**src/rtl/dmx_break_mab_validator_if.sv**
```systemverilog
// Bundle between the DMX receive pin side and the slot decoder for the BREAK/MAB validator.
// Inputs are levels sampled every clock; all outputs are strobes or levels from registers (no valid/ready handshake).
interface dmx_break_mab_validator_if #(
  parameter int CNT_W = 32
);
  logic             enable;
  logic             signal_in;
  logic             frame_start;
  logic [CNT_W-1:0] break_width;
  logic [CNT_W-1:0] mab_width;
  logic             err_long_break;
  logic             err_short_mab;
  logic             err_long_mab;
  logic             line_stuck;
  logic [1:0]       state_dbg;

  modport master (
    output enable, signal_in,
    input  frame_start, break_width, mab_width, err_long_break,
    input  err_short_mab, err_long_mab, line_stuck, state_dbg
  );

  modport slave (
    input  enable, signal_in,
    output frame_start, break_width, mab_width, err_long_break,
    output err_short_mab, err_long_mab, line_stuck, state_dbg
  );
endinterface

```
**src/rtl/dmx_break_mab_validator.sv**
```systemverilog
// DMX512 reset-sequence detector: synchronises and glitch-filters the line, then times
// BREAK and MAB against their windows and flags frame start or timing errors.
module dmx_break_mab_validator #(
  parameter int unsigned CLK_FREQ      = 20_000_000,
  parameter int unsigned MIN_BREAK_US  = 88,
  parameter int unsigned MAX_BREAK_MS  = 1000,
  parameter int unsigned MIN_MAB_US    = 8,
  parameter int unsigned MAX_MAB_MS    = 1000,
  parameter int unsigned GLITCH_CYCLES = 4,
  parameter int          CNT_W         = 32
) (
  input  logic                          clk,
  input  logic                          rst_n,
  dmx_break_mab_validator_if.slave      bus
);

  localparam longint unsigned MIN_BREAK_L = (longint'(CLK_FREQ) / 1_000_000) * MIN_BREAK_US;
  localparam longint unsigned MAX_BREAK_L = (longint'(CLK_FREQ) / 1_000) * MAX_BREAK_MS;
  localparam longint unsigned MIN_MAB_L   = (longint'(CLK_FREQ) / 1_000_000) * MIN_MAB_US;
  localparam longint unsigned MAX_MAB_L   = (longint'(CLK_FREQ) / 1_000) * MAX_MAB_MS;

  localparam logic [CNT_W-1:0] MIN_BREAK_CYC = CNT_W'(MIN_BREAK_L);
  localparam logic [CNT_W-1:0] BRK_SAT       = CNT_W'(MAX_BREAK_L + 1);
  localparam logic [CNT_W-1:0] MIN_MAB_CYC   = CNT_W'(MIN_MAB_L);
  localparam logic [CNT_W-1:0] MAB_SAT       = CNT_W'(MAX_MAB_L + 1);

  localparam int GW = (GLITCH_CYCLES > 1) ? $clog2(GLITCH_CYCLES) : 1;
  localparam logic [GW-1:0] G_LAST = GW'(GLITCH_CYCLES - 1);

  typedef enum logic [1:0] {
    ST_IDLE  = 2'd0,
    ST_BREAK = 2'd1,
    ST_MAB   = 2'd2,
    ST_STUCK = 2'd3
  } state_t;

  logic             sync1, sync2, filt, filt_d;
  logic [GW-1:0]    gcnt;
  state_t           state, state_n;
  logic [CNT_W-1:0] cnt, cnt_n;
  logic [CNT_W-1:0] break_hold, break_hold_n;
  logic [CNT_W-1:0] break_w_q, break_w_n, mab_w_q, mab_w_n;
  logic             fs_q, fs_n, elb_q, elb_n, esm_q, esm_n, elm_q, elm_n;
  logic             fall, rise;

  assign fall = filt_d & ~filt;
  assign rise = ~filt_d & filt;

  always_ff @(posedge clk) begin
    if (!rst_n) begin
      sync1      <= 1'b1;
      sync2      <= 1'b1;
      filt       <= 1'b1;
      filt_d     <= 1'b1;
      gcnt       <= '0;
      state      <= ST_IDLE;
      cnt        <= '0;
      break_hold <= '0;
      break_w_q  <= '0;
      mab_w_q    <= '0;
      fs_q       <= 1'b0;
      elb_q      <= 1'b0;
      esm_q      <= 1'b0;
      elm_q      <= 1'b0;
    end else begin
      sync1  <= bus.signal_in;
      sync2  <= sync1;
      filt_d <= filt;
      // Filter keeps running while disabled so re-enable never sees a stale level.
      if (sync2 != filt) begin
        if (gcnt == G_LAST) begin
          filt <= sync2;
          gcnt <= '0;
        end else begin
          gcnt <= gcnt + GW'(1);
        end
      end else begin
        gcnt <= '0;
      end
      state      <= state_n;
      cnt        <= cnt_n;
      break_hold <= break_hold_n;
      break_w_q  <= break_w_n;
      mab_w_q    <= mab_w_n;
      fs_q       <= fs_n;
      elb_q      <= elb_n;
      esm_q      <= esm_n;
      elm_q      <= elm_n;
    end
  end

  always_comb begin
    state_n      = state;
    cnt_n        = cnt;
    break_hold_n = break_hold;
    break_w_n    = break_w_q;
    mab_w_n      = mab_w_q;
    fs_n         = 1'b0;
    elb_n        = 1'b0;
    esm_n        = 1'b0;
    elm_n        = 1'b0;
    if (!bus.enable) begin
      state_n = ST_IDLE;
      cnt_n   = '0;
    end else begin
      case (state)
        ST_IDLE: begin
          cnt_n = '0;
          if (fall) begin
            state_n = ST_BREAK;
            cnt_n   = CNT_W'(1);
          end
        end
        ST_BREAK: begin
          if (cnt >= BRK_SAT) begin
            elb_n   = 1'b1;
            state_n = ST_STUCK;
            cnt_n   = '0;
          end else if (rise) begin
            if (cnt < MIN_BREAK_CYC) begin
              state_n = ST_IDLE;
              cnt_n   = '0;
            end else begin
              state_n      = ST_MAB;
              cnt_n        = CNT_W'(1);
              break_hold_n = cnt;
            end
          end else begin
            cnt_n = cnt + CNT_W'(1);
          end
        end
        ST_MAB: begin
          if (cnt >= MAB_SAT) begin
            elm_n   = 1'b1;
            state_n = ST_IDLE;
            cnt_n   = '0;
          end else if (fall) begin
            // The falling edge ending a MAB also starts the next low period.
            if (cnt < MIN_MAB_CYC) begin
              esm_n = 1'b1;
            end else begin
              fs_n      = 1'b1;
              break_w_n = break_hold;
              mab_w_n   = cnt;
            end
            state_n = ST_BREAK;
            cnt_n   = CNT_W'(1);
          end else begin
            cnt_n = cnt + CNT_W'(1);
          end
        end
        ST_STUCK: begin
          cnt_n = '0;
          if (rise) state_n = ST_IDLE;
        end
        default: begin
          state_n = ST_IDLE;
          cnt_n   = '0;
        end
      endcase
    end
  end

  assign bus.frame_start    = fs_q;
  assign bus.break_width    = break_w_q;
  assign bus.mab_width      = mab_w_q;
  assign bus.err_long_break = elb_q;
  assign bus.err_short_mab  = esm_q;
  assign bus.err_long_mab   = elm_q;
  assign bus.line_stuck     = (state == ST_STUCK);
  assign bus.state_dbg      = state;

endmodule

```
**src/flat_wrapper.sv**
```systemverilog
// flat-port wrapper written by rule: the top's interface ports become plain ports
module dmx_break_mab_validator_flat 
#(
  parameter int unsigned CLK_FREQ      = 20_000_000,
  parameter int unsigned MIN_BREAK_US  = 88,
  parameter int unsigned MAX_BREAK_MS  = 1000,
  parameter int unsigned MIN_MAB_US    = 8,
  parameter int unsigned MAX_MAB_MS    = 1000,
  parameter int unsigned GLITCH_CYCLES = 4,
  parameter int          CNT_W         = 32
)
  (clk, rst_n, bus_enable, bus_signal_in, bus_frame_start, bus_break_width, bus_mab_width, bus_err_long_break, bus_err_short_mab, bus_err_long_mab, bus_line_stuck, bus_state_dbg);
  dmx_break_mab_validator_if #(.CNT_W(CNT_W)) bus_i ();
  input  logic clk;
  input  logic rst_n;
  input wire logic [$bits(bus_i.enable)-1:0] bus_enable;
  input wire logic [$bits(bus_i.signal_in)-1:0] bus_signal_in;
  output wire logic [$bits(bus_i.frame_start)-1:0] bus_frame_start;
  output wire logic [$bits(bus_i.break_width)-1:0] bus_break_width;
  output wire logic [$bits(bus_i.mab_width)-1:0] bus_mab_width;
  output wire logic [$bits(bus_i.err_long_break)-1:0] bus_err_long_break;
  output wire logic [$bits(bus_i.err_short_mab)-1:0] bus_err_short_mab;
  output wire logic [$bits(bus_i.err_long_mab)-1:0] bus_err_long_mab;
  output wire logic [$bits(bus_i.line_stuck)-1:0] bus_line_stuck;
  output wire logic [$bits(bus_i.state_dbg)-1:0] bus_state_dbg;
  assign bus_i.enable = bus_enable;
  assign bus_i.signal_in = bus_signal_in;
  assign bus_frame_start = bus_i.frame_start;
  assign bus_break_width = bus_i.break_width;
  assign bus_mab_width = bus_i.mab_width;
  assign bus_err_long_break = bus_i.err_long_break;
  assign bus_err_short_mab = bus_i.err_short_mab;
  assign bus_err_long_mab = bus_i.err_long_mab;
  assign bus_line_stuck = bus_i.line_stuck;
  assign bus_state_dbg = bus_i.state_dbg;
  dmx_break_mab_validator #(.CLK_FREQ(CLK_FREQ), .MIN_BREAK_US(MIN_BREAK_US), .MAX_BREAK_MS(MAX_BREAK_MS), .MIN_MAB_US(MIN_MAB_US), .MAX_MAB_MS(MAX_MAB_MS), .GLITCH_CYCLES(GLITCH_CYCLES), .CNT_W(CNT_W)) u_core (.clk(clk), .rst_n(rst_n), .bus(bus_i));
endmodule
```
**config.mk**
```make
export PLATFORM = sky130hd
export DESIGN_NAME = dmx_break_mab_validator_flat
export DESIGN_NICKNAME = d
export VERILOG_FILES = /design/src/rtl/dmx_break_mab_validator_if.sv /design/src/rtl/dmx_break_mab_validator.sv /design/src/flat_wrapper.sv
export SDC_FILE = /design/constraint.sdc
export NUM_CORES = 1
export LEC_CHECK = 0
export BUFFER_PORTS_ARGS = -buffer_cell sky130_fd_sc_hd__buf_2
export CELL_PAD_IN_SITES_DETAIL_PLACEMENT = 1
export CELL_PAD_IN_SITES_GLOBAL_PLACEMENT = 2
export CORE_UTILIZATION = 33
export CTS_CLUSTER_SIZE = 12
export DETAILED_ROUTE_END_ITERATION = 10
export PLACE_DENSITY = 0.82
export SYNTH_ARGS = -nofsm -noshare
export SYNTH_HDL_FRONTEND = slang
export SYNTH_SLANG_ARGS = --single-unit
export TNS_END_PERCENT = 30
```
**constraint.sdc**
```tcl
create_clock -name clk -period 2 [get_ports clk]
set_input_delay 0.1 -clock clk [delete_from_list [all_inputs] [get_ports clk]]
set_output_delay 0.1 -clock clk [all_outputs]
set_load 0.02 [all_outputs]
```
==> out/metrics.yaml, run 1 <==
x_dimension_of_the_die_um: 131.7
synthDominantCellAreaShare: 0.5052
max_clock_freq_mhz: 457.1
clock-skew-final_ns: 0.008586
power.total_uw: 6038
clk_pin_slew_ns: 0.06
cp_cell_sequence: "or4_4 > and4bb_2 > buf_6 > a311oi_4 > nand4_4 > clkbuf_16 > mux2i_1"
cts_max_path_buffers: 2
sequential_cell_area_um2: 2808
r2r_end: "u_core.break_hold[15]"
cell_count_after_synthesis: 556
max_slew.worst_pin.slew_ns: 0.5455
grt_max_degree: 97
post_route_cells_drive_above_1_share: 0.3247
grt_setup_unrepaired: "yes"
finalSetupViolCount: 102
antennaDiodeCount: 0
vertical_die_dimension_um: 131.7
gr-usage-all-layers: 0.1773
failed_checks: "negative setup slack"
layout_setup_ws_ns: -0.1875
finish.net_count: 695
cts.sinks: 140
final_common_cell: "sky130_fd_sc_hd__dfxtp_1"
dominant_synthesized_flop_cell: "sky130_fd_sc_hd__dfxtp_1"
synth_seq_area_share: 0.5052
grt_remaining_overflow: 0
num_io_pins: 75
hpwlAfterDp_um: 9731
cts_buffers: 17
core_um2: 16520
min_from: "bus_enable"
drc_marker_count_from_the_first_detailed_route_iteration: 169
hold_path_end: "u_core.bus.err_short_mab"
highest_delay_cell_along_the_critical_path: "sky130_fd_sc_hd__or4_4"
worst_r2r_path_depth: 7
placementRows: 47
insertion_delay_ns: 0.43
routedWlPerCell_um: 17.14
worstSetupStartpointType: "flop"
criticalPathCategory: "flop to flop"
areaGrowthSynthToFinish_pct: 36.04
placed_cells: 867
initial_utilization: 0.3357
drc_errors: 0
synth_top_cell_by_area: "sky130_fd_sc_hd__dfxtp_1"
grt_pass1_wl_um: 24040
synth_top_family_by_area: "simple AND/OR/NAND/NOR gates"
postSynthRegisterBits: 140
postRouteAntennaNets: 0
max_stage_delay_ns: 0.57
synth_async_sr_flop_share: 0
worstReg2RegStart: "u_core.cnt[23]"
cellLeakagePower_uw: 0.003530
post_synth_num_cell_types: 48
critPathArrivalTime_ns: 2.54
fin_cells: 919
report.final.slew_viol_count: 0
synth_compound_gate_area_share: 0.02346
final_core_utilization: 0.4567
syn_avg_cell_area_um2: 9.978
final_critical_path_share_of_the_clock_period: 1.094
io_buffers: 74
run_status: "finished, violations left"
worst_hold_path_type: "input pin to flop"
hold_depth: 3
cap_violations: 0
routed_vias: 4442
final.fill_count: 1825
synth.mux.area_fraction: 0.1498
syn_area_um2: 5548
tns_ns: -9.225
fp.dieArea_um2: 17330
required_ns: 2.35
rrSetupSlack_ns: -0.19
root_buffer: "sky130_fd_sc_hd__clkbuf_16"
post_synth_fa_ha_maj_area_fraction: 0.009021
synth_xor_area_frac: 0.03789
power_density_nw_per_um2: 800.0
end_kind: "flop"
pre_antenna_drt_iters: 4
period_needed_ns: 2.187
multi_input_area_um2: 2718
first_global_vias: 4642
timing.final.hold_violations: 0
number_of_enable_type_register_cells_in_the_synthesized_netlist: 0
netlist_top_cells_area: "sky130_fd_sc_hd__dfxtp_1, sky130_fd_sc_hd__mux2i_1, sky130_fd_sc_hd__nand2_1"
crit_start: "u_core.cnt[23]"
slew-limit-headroom: 0.6330
place_congestion: 0.8027
via_per_inst: 4.834
tritoncts_clock_tree: "yes"
totalWireLength_um: 15750
synth-warning-count: 0
ctsHtreeMaxLevel: 4
final_cell_mix: "sky130_fd_sc_hd__dfxtp_1, sky130_fd_sc_hd__nand2_1, sky130_fd_sc_hd__mux2i_1"
vdd.ir_drop.worst_mv: 0.5857
synth-simple-area-share: 0.2188
number_of_antenna_violations_at_the_first_check_in_global_routing: 0
cp_max_fo: 8
[repair_timing]
action                     in CTS  in global routing
setup endpoints to repair     119                126
hold endpoints to repair        1                  0
hold buffers                    1                  0
pin swaps                       4                 21
setup buffers                   5                  6
cloned                          4                  6
resized for setup              20                 42
[worst max-delay path by stage]
stage	to	slack [ns]	cells after the start
after floorplan	u_core.bus.mab_width[29]	0.03	8
after CTS	u_core.break_hold[31]	-0.14	7
after global placement	u_core.bus.mab_width[17]	-0.1	7
final	u_core.break_hold[15]	-0.19	7
after detailed placement	u_core.bus.mab_width[12]	-0.17	7
after global routing	u_core.bus.break_width[6]	-0.25	8
[power by group]
part / leakage, uW / internal [uW] / total, uW / switching (uW)
logic: 0.00211 / 15.1 / 66.4 / 51.3
registers: 0.00113 / 2800 / 2800 / 4.92
clock network: 0.000289 / 1960 / 3170 / 1200
total: 0.00353 / 4780 / 6040 / 1260
[final cells by class]
cell class              instances  share of cell area
inverters                       2           0.0009947
multi-input cells             384              0.3601
well taps                     220             0.03647
flip-flops and latches        140              0.3720
clock inverters                 9             0.01475
clock buffers                  22             0.06416
repair buffers                142              0.1515
[logic make-up after synthesis]
| logic type | count (synthesis) |
|---|---|
| simple gates | 248 |
| xor+xnor | 24 |
| mux | 83 |
| fa+ha+maj | 4 |
| compound gates | 17 |
| flops | 140 |
| buf+inv | 39 |
| other cells | 1 |
[metal layers]
layer / GRT usage / routed length, um
met5: 0 / 0
met4: 0.06072 / 206
met3: 0.04552 / 445
met2: 0.3131 / 8053
met1: 0.2066 / 7048
[synth_stat cells (all sizes together) (3+ instances only)]
cell type and n:
nor3 7, dfxtp 140, xor2 12, ha 4, nor2b 3, or4 5, and3 21, clkbuf 21
nand2 130, a21oi 3, nor4 6, nor4b 5, nand3 13, xnor2 12, mux2i 83, nor2 33
and2 3, nand4 10, nand2b 7, buf 16
[registers in the layout, summed over array words and instances (netlist names)]
signal	flops
u_core.bus.err_long_break	1
u_core.bus.frame_start	1
u_core.bus.break_width	32
u_core.break_hold	32
u_core.bus.mab_width	32
u_core.cnt	32
u_core.bus.err_long_mab	1
u_core.gcnt	2
u_core.bus.err_short_mab	1
u_core.sync1	1
u_core.sync2	1
u_core.bus.state_dbg	2
u_core.filt	1
u_core.filt_d	1
[critical path, delay by kind of cell (launching register included)]
family	cells	cell delay [ns]
compound gates	1	0.11
buf+inv	2	0.34
flops	1	0.31
simple gates	3	1.13
mux	1	0.21
[through the flow]
stage                     area, um2  worst slack, ns  hold slack (ns)
final                          7547          -0.1875          0.09645
after global routing           7547          -0.2540          0.09443
after CTS                      7208          -0.1395          0.03268
after detailed placement       6351          -0.1663           0.2937
after global placement         6351         -0.09964           0.2923
after floorplan                5570          0.03376           0.2015
Note: power is estimated with default switching activity, not from simulation.
==> inputs of run 2 (changes only) <==
--- a/config.mk
+++ b/config.mk
@@ -5,7 +5,8 @@
 export SDC_FILE = /design/constraint.sdc
 export NUM_CORES = 1
 export LEC_CHECK = 0
-export BUFFER_PORTS_ARGS = -buffer_cell sky130_fd_sc_hd__buf_2
+export BUFFER_PORTS_ARGS = -buffer_cell sky130_fd_sc_hd__buf_4
+export CAP_MARGIN = 40
 export CELL_PAD_IN_SITES_DETAIL_PLACEMENT = 1
 export CELL_PAD_IN_SITES_GLOBAL_PLACEMENT = 2
 export CORE_UTILIZATION = 33
==> out/metrics.yaml, run 2 (synthesized netlist as in run 1, its figures left out) <==
run_status: "finished, violations left"
failed_checks: "negative setup slack"
finish.net_count: 690  # -0.72%
areaGrowthSynthToFinish_pct: 39.08
sequential_cell_area_um2: 2809  # about the same
required_ns: 2.35  # about the same
timing.final.hold_violations: 0  # unchanged
drc_errors: 0  # unchanged
switching_power_uw: 1307  # +3.7%
max_slew.worst_pin.slew_ns: 0.5839  # +0.03837 ns
r2r_end: "u_core.bus.mab_width[24]"
criticalPathCategory: "flop to flop"
postRouteAntennaNets: 0  # unchanged
routedWlPerCell_um: 16.51  # -3.7%
cp_max_fo: 8  # unchanged
combinationalPowerShare: 0.010  # about the same
max_stage_delay_ns: 0.57  # about the same
grt_remaining_overflow: 0  # unchanged
worst_r2r_path_depth: 7  # unchanged
grt_setup_unrepaired: "yes"
clk_pin_slew_ns: 0.06  # about the same
worstSetupStartpointType: "flop"
min_from: "bus_enable"
placementRows: 47  # unchanged
fp.dieArea_um2: 17330  # unchanged
clock-skew-final_ns: 0.009186  # +0.0006005 ns
hold_path_end: "u_core.bus.err_short_mab"
totalWireLength_um: 15110  # -4.1%
max_clock_freq_mhz: 468.6  # +2.5%
x_dimension_of_the_die_um: 131.7  # unchanged
cpLargestDelayFamily: "simple AND/OR/NAND/NOR gates"
critPathBufInv: 2  # unchanged
final_core_utilization: 0.4669  # +0.01022
placed_instance_area_um2: 6551  # +3.2%
power.share.sequential: 0.418  # -0.046
clock_power_share: 0.572  # +0.047
final.hold.worst_slack_ns: 0.06586  # -0.03059 ns
routed_vias: 4356  # -1.9%
end_kind: "flop"
antennaDiodeCount: 0  # unchanged
initial_utilization: 0.3357  # unchanged
cp_cell_sequence: "or4_4 > and4bb_2 > nand3_4 > nand4_4 > buf_4 > buf_16 > mux2i_1"
ctsHtreeMaxLevel: 4  # unchanged
rrSetupSlack_ns: -0.13  # +0.05 ns
power_density_nw_per_um2: 868.7  # +8.6%
vdd.ir_drop.worst_mv: 0.6399  # +9.2%
multi_input_area_um2: 2641  # -2.8%
final_critical_path_share_of_the_clock_period: 1.067  # -0.02675
gr-usage-all-layers: 0.1760  # -0.001311
cap_violations: 0  # unchanged
slew-limit-headroom: 0.6072  # -0.02581
period_needed_ns: 2.134  # -0.05350 ns
pre_antenna_drt_iters: 4  # unchanged
cts_buffers: 17  # unchanged
insertion_delay_ns: 0.43  # about the same
core_um2: 16520  # unchanged
final_area_um2: 7716  # +2.2%
report.final.slew_viol_count: 0  # unchanged
drc_marker_count_from_the_first_detailed_route_iteration: 237  # +40%
worst_hold_path_type: "input pin to flop"
root_buffer: "sky130_fd_sc_hd__clkbuf_16"
place_congestion: 0.8199  # +2.1%
number_of_antenna_violations_at_the_first_check_in_global_routing: 0  # unchanged
internal_power_uw: 5396  # +13%
finalSetupViolCount: 88  # -14%
cellLeakagePower_uw: 0.003528  # about the same
switching_share: 0.1950  # -0.01375
first_global_vias: 4524  # -2.5%
final.fill_count: 1808  # -0.93%
cts.sinks: 140  # unchanged
worst-path-stages: 7  # unchanged
critPathArrivalTime_ns: 2.48  # -0.06 ns
grt_pass1_wl_um: 23940  # -0.40%
tritoncts_clock_tree: "yes"
post_route_cells_drive_above_1_share: 0.3036  # -0.02115
hpwlAfterDp_um: 9681  # -0.52%
io_buffers: 74  # unchanged
highest_delay_cell_along_the_critical_path: "sky130_fd_sc_hd__or4_4"
hold_depth: 3  # unchanged
grt_max_degree: 110  # +13%
layout_setup_ws_ns: -0.1340  # +0.05350 ns
cts_max_path_buffers: 2  # unchanged
worstReg2RegStart: "u_core.cnt[18]"
via_per_inst: 4.761  # -1.5%
final_cell_mix: "sky130_fd_sc_hd__dfxtp_1, sky130_fd_sc_hd__nand2_1, sky130_fd_sc_hd__buf_4"
final_common_cell: "sky130_fd_sc_hd__dfxtp_1"
power.total_uw: 6703  # +11%
num_io_pins: 75  # unchanged
vertical_die_dimension_um: 131.7  # unchanged
[run 2: worst min-delay path, stage by stage]
cell and delay, ns:
sky130_fd_sc_hd__buf_4 0.14, sky130_fd_sc_hd__nand3_1 0.16, sky130_fd_sc_hd__nor4_2 0.05
[run 2: per-layer routing]
metal,vias up,GRT usage,share of wire
met2,68,0.3016,0.50
met1,2142,0.2132,0.45
li1,2128,-,-
met5,-,0,0
met3,18,0.04630,0.033
met4,0,0.05685,0.013
[run 2: worst max path at each step]
stage | end | start | slack [ns]
final | u_core.bus.mab_width[24] | u_core.cnt[18] | -0.13
after detailed placement | u_core.bus.break_width[12] | u_core.cnt[17] | -0.19
after CTS | u_core.bus.break_width[0] | u_core.cnt[17] | -0.12
after floorplan | u_core.bus.mab_width[29] | u_core.cnt[28] | 0.03
after global routing | u_core.bus.break_width[17] | u_core.cnt[18] | -0.19
after global placement | u_core.bus.mab_width[21] | u_core.cnt[12] | -0.13
[run 2: area by class of cell]
cell class                 instances  share of cell area
clock buffer                      20             0.06048
clock inverter                    12             0.03275
inverter                           2           0.0009729
multi-input combinational        383              0.3423
sequential                       140              0.3640
tap                              220             0.03567
timing repair buffer             138              0.1638
[run 2: power groups by stage]
stage | Combinational, uW | Sequential (uW) | Clock [uW]
after floorplan | 43.4 | 2860 | 0
after global placement | 60.1 | 2860 | 0
after CTS | 64.7 | 2800 | 3890
final | 65.1 | 2800 | 3830
after detailed placement | 61.5 | 2870 | 0
after global routing | 72.2 | 2800 | 4000
[run 2: repair_timing]
| action | in CTS | in global routing |
|---|---|---|
| hold endpoints to repair | 1 | 0 |
| resized for setup | 16 | 30 |
| pin swaps | 3 | 12 |
| gates cloned | 3 | 4 |
| setup endpoints to repair | 120 | 126 |
| hold buffers | 1 | 0 |
| setup buffers | 5 | 6 |
[run 2: through the flow]
step	instances	setup WS (ns)	TNS, ns
final	915	-0.1340	-6.953
after detailed placement	866	-0.1902	-10.06
after global placement	866	-0.1302	-7.333
after global routing	915	-0.1905	-12.63
after floorplan	562	0.03376	0
after CTS	907	-0.1157	-6.711
==> inputs of run 3 (changes only) <==
--- a/config.mk
+++ b/config.mk
@@ -10,6 +10,7 @@
 export CELL_PAD_IN_SITES_DETAIL_PLACEMENT = 1
 export CELL_PAD_IN_SITES_GLOBAL_PLACEMENT = 2
 export CORE_UTILIZATION = 33
+export CTS_BUF_LIST = sky130_fd_sc_hd__clkbuf_16
 export CTS_CLUSTER_SIZE = 12
 export DETAILED_ROUTE_END_ITERATION = 10
 export PLACE_DENSITY = 0.82
==> out/metrics.yaml, run 3 (synthesized netlist as in run 1, its figures left out) <==
timing.final.hold_violations: 0  # unchanged
final_critical_path_share_of_the_clock_period: 1.062  # -0.004956
fin_cells: 913  # -0.22%
cellLeakagePower_uw: 0.003514  # -0.42%
areaGrowthSynthToFinish_pct: 39.47
drc_marker_count_from_the_first_detailed_route_iteration: 203  # -14%
power_density_nw_per_um2: 850.7  # -2.1%
met1_usage: 0.2118  # -0.001399
routed_vias: 4368  # +0.28%
cpLargestDelayFamily: "simple AND/OR/NAND/NOR gates"
io_buffers: 74  # unchanged
finish.net_count: 688  # -0.29%
cts_max_path_buffers: 2  # unchanged
critPathArrivalTime_ns: 2.47  # about the same
globalRoute.busiestLayer: "met2"
criticalPathCategory: "flop to flop"
slew-limit-headroom: 0.6239  # +0.01672
vertical_die_dimension_um: 131.7  # unchanged
final_common_cell: "sky130_fd_sc_hd__dfxtp_1"
report.final.slew_viol_count: 0  # unchanged
fp.dieArea_um2: 17330  # unchanged
finalSetupViolCount: 97  # +10%
grt.met3_usage: 0.04591  # -0.0003858
insertion_delay_ns: 0.43  # about the same
via_per_inst: 4.784  # +0.50%
max_slew.worst_pin.slew_ns: 0.5590  # -0.02486 ns
cp_cell_sequence: "or4_4 > and4bb_2 > nand3_4 > nand4_4 > buf_12 > clkbuf_16 > mux2i_1"
postRouteAntennaNets: 0  # unchanged
drc_errors: 0  # unchanged
run_status: "finished, violations left"
cts.sinks: 140  # unchanged
antennaDiodeCount: 0  # unchanged
final_cell_mix: "sky130_fd_sc_hd__dfxtp_1, sky130_fd_sc_hd__nand2_1, sky130_fd_sc_hd__buf_4"
placementRows: 47  # unchanged
tritoncts_clock_tree: "yes"
worstSetupStartpointType: "flop"
highest_delay_cell_along_the_critical_path: "sky130_fd_sc_hd__or4_4"
max_stage_delay_ns: 0.57  # about the same
final_core_utilization: 0.4682  # +0.001288
layout_setup_ws_ns: -0.1241  # +0.009912 ns
num_io_pins: 75  # unchanged
required_ns: 2.35  # about the same
x_dimension_of_the_die_um: 131.7  # unchanged
grt_remaining_overflow: 0  # unchanged
ctsHtreeMaxLevel: 4  # unchanged
vdd.ir_drop.worst_mv: 0.6285  # -1.8%
number_of_antenna_violations_at_the_first_check_in_global_routing: 0  # unchanged
root_buffer: "sky130_fd_sc_hd__clkbuf_16"
grt.met2_usage: 0.3001  # -0.001470
hpwlAfterDp_um: 9681  # unchanged
totalWireLength_um: 15210  # +0.67%
cp_max_fo: 6  # -2
final.fill_count: 1808  # unchanged
first_global_vias: 4493  # -0.69%
core_um2: 16520  # unchanged
max_clock_freq_mhz: 470.8  # +0.47%
end_kind: "flop"
grt_setup_unrepaired: "yes"
period_needed_ns: 2.124  # -0.009912 ns
cts_buffers: 17  # unchanged
post_route_cells_drive_above_1_share: 0.3074  # +0.003762
clock-skew-final_ns: 0.008099  # -0.001087 ns
pre_antenna_drt_iters: 4  # unchanged
clk_pin_slew_ns: 0.06  # about the same
grt_max_degree: 110  # unchanged
gr-usage-all-layers: 0.1762  # +0.0001810
critPathBufInv: 2  # unchanged
failed_checks: "negative setup slack"
routedWlPerCell_um: 16.65  # +0.89%
grt_pass1_wl_um: 23780  # -0.66%
worst_hold_path_type: "input pin to flop"
place_congestion: 0.8199  # unchanged
cap_violations: 0  # unchanged
power.total_uw: 6582  # -1.8%
placed_cells: 866  # unchanged
initial_utilization: 0.3357  # unchanged
## run 3: cell types whose count changed in the layout (fill, tap and decap cells not counted), sizes merged
cell / previous run / this run
buf: 133 / 132
clkbuf: 24 / 20
clkinv: 0 / 3
## run 3: final timing paths
kind	from	end	slack (ns)	cells past startpoint
worst max-delay path	u_core.cnt[18]	u_core.bus.mab_width[3]	-0.12	7
worst min-delay path	bus_enable	u_core.bus.err_short_mab	0.07	3
worst max register to register	u_core.cnt[18]	u_core.bus.mab_width[3]	-0.12	7
worst min register to register	u_core.sync1	u_core.sync2	0.43	1
## run 3: metal layers
| metal | part of all wire | up-vias |
|---|---|---|
| met1 | 0.44 | 2138 |
| met2 | 0.51 | 85 |
| li1 | - | 2128 |
| met3 | 0.035 | 17 |
| met4 | 0.014 | 0 |
| met5 | 0 | - |
## run 3: metrics by stage
stage / hold slack (ns) / cell area, um2 / setup WS, ns / setup TNS [ns]
floorplan: 0.2015 / 5570 / 0.03376 / 0
global placement: 0.2926 / 6551 / -0.1302 / -7.333
detailed placement: 0.3036 / 6551 / -0.1902 / -10.06
CTS: 0.01798 / 7513 / -0.1245 / -7.091
global route: 0.06437 / 7737 / -0.2369 / -14.98
finish: 0.06775 / 7737 / -0.1241 / -7.417
## run 3: layout make-up
| type | count | area [um2] | area share |
|---|---|---|---|
| clock inverter | 15 | 264.0 | 0.03412 |
| clock buffer | 17 | 425.4 | 0.05498 |
| tap | 220 | 275.3 | 0.03558 |
| inverter | 2 | 7.507 | 0.0009702 |
| multi-input combinational | 383 | 2679 | 0.3462 |
| sequential | 140 | 2809 | 0.3630 |
| timing repair buffer | 136 | 1277 | 0.1651 |
## run 3: worst register-to-register path, stage by stage, from the launching register on
cell                        delay (ns)
sky130_fd_sc_hd__dfxtp_1          0.31
sky130_fd_sc_hd__or4_4            0.57
sky130_fd_sc_hd__and4bb_2         0.40
sky130_fd_sc_hd__nand3_4          0.10
sky130_fd_sc_hd__nand4_4          0.17
sky130_fd_sc_hd__buf_12           0.16
sky130_fd_sc_hd__clkbuf_16        0.15
sky130_fd_sc_hd__mux2i_1          0.19
## run 3: timing repair
action                                  CTS  global route
cloned                                    4             3
endpoints found under the hold margin     1             0
hold buffers                              1             0
gates resized for setup                  17            34
buffers inserted                          6             2
endpoints found under the setup margin  119           126
pin swaps                                 3            11
## run 3: power by group
part	internal [uW]	total [uW]	switching (uW)
Combinational	16.1	65.8	49.7
Clock	2470	3710	1250
Sequential	2800	2800	4.95
Total	5280	6580	1300
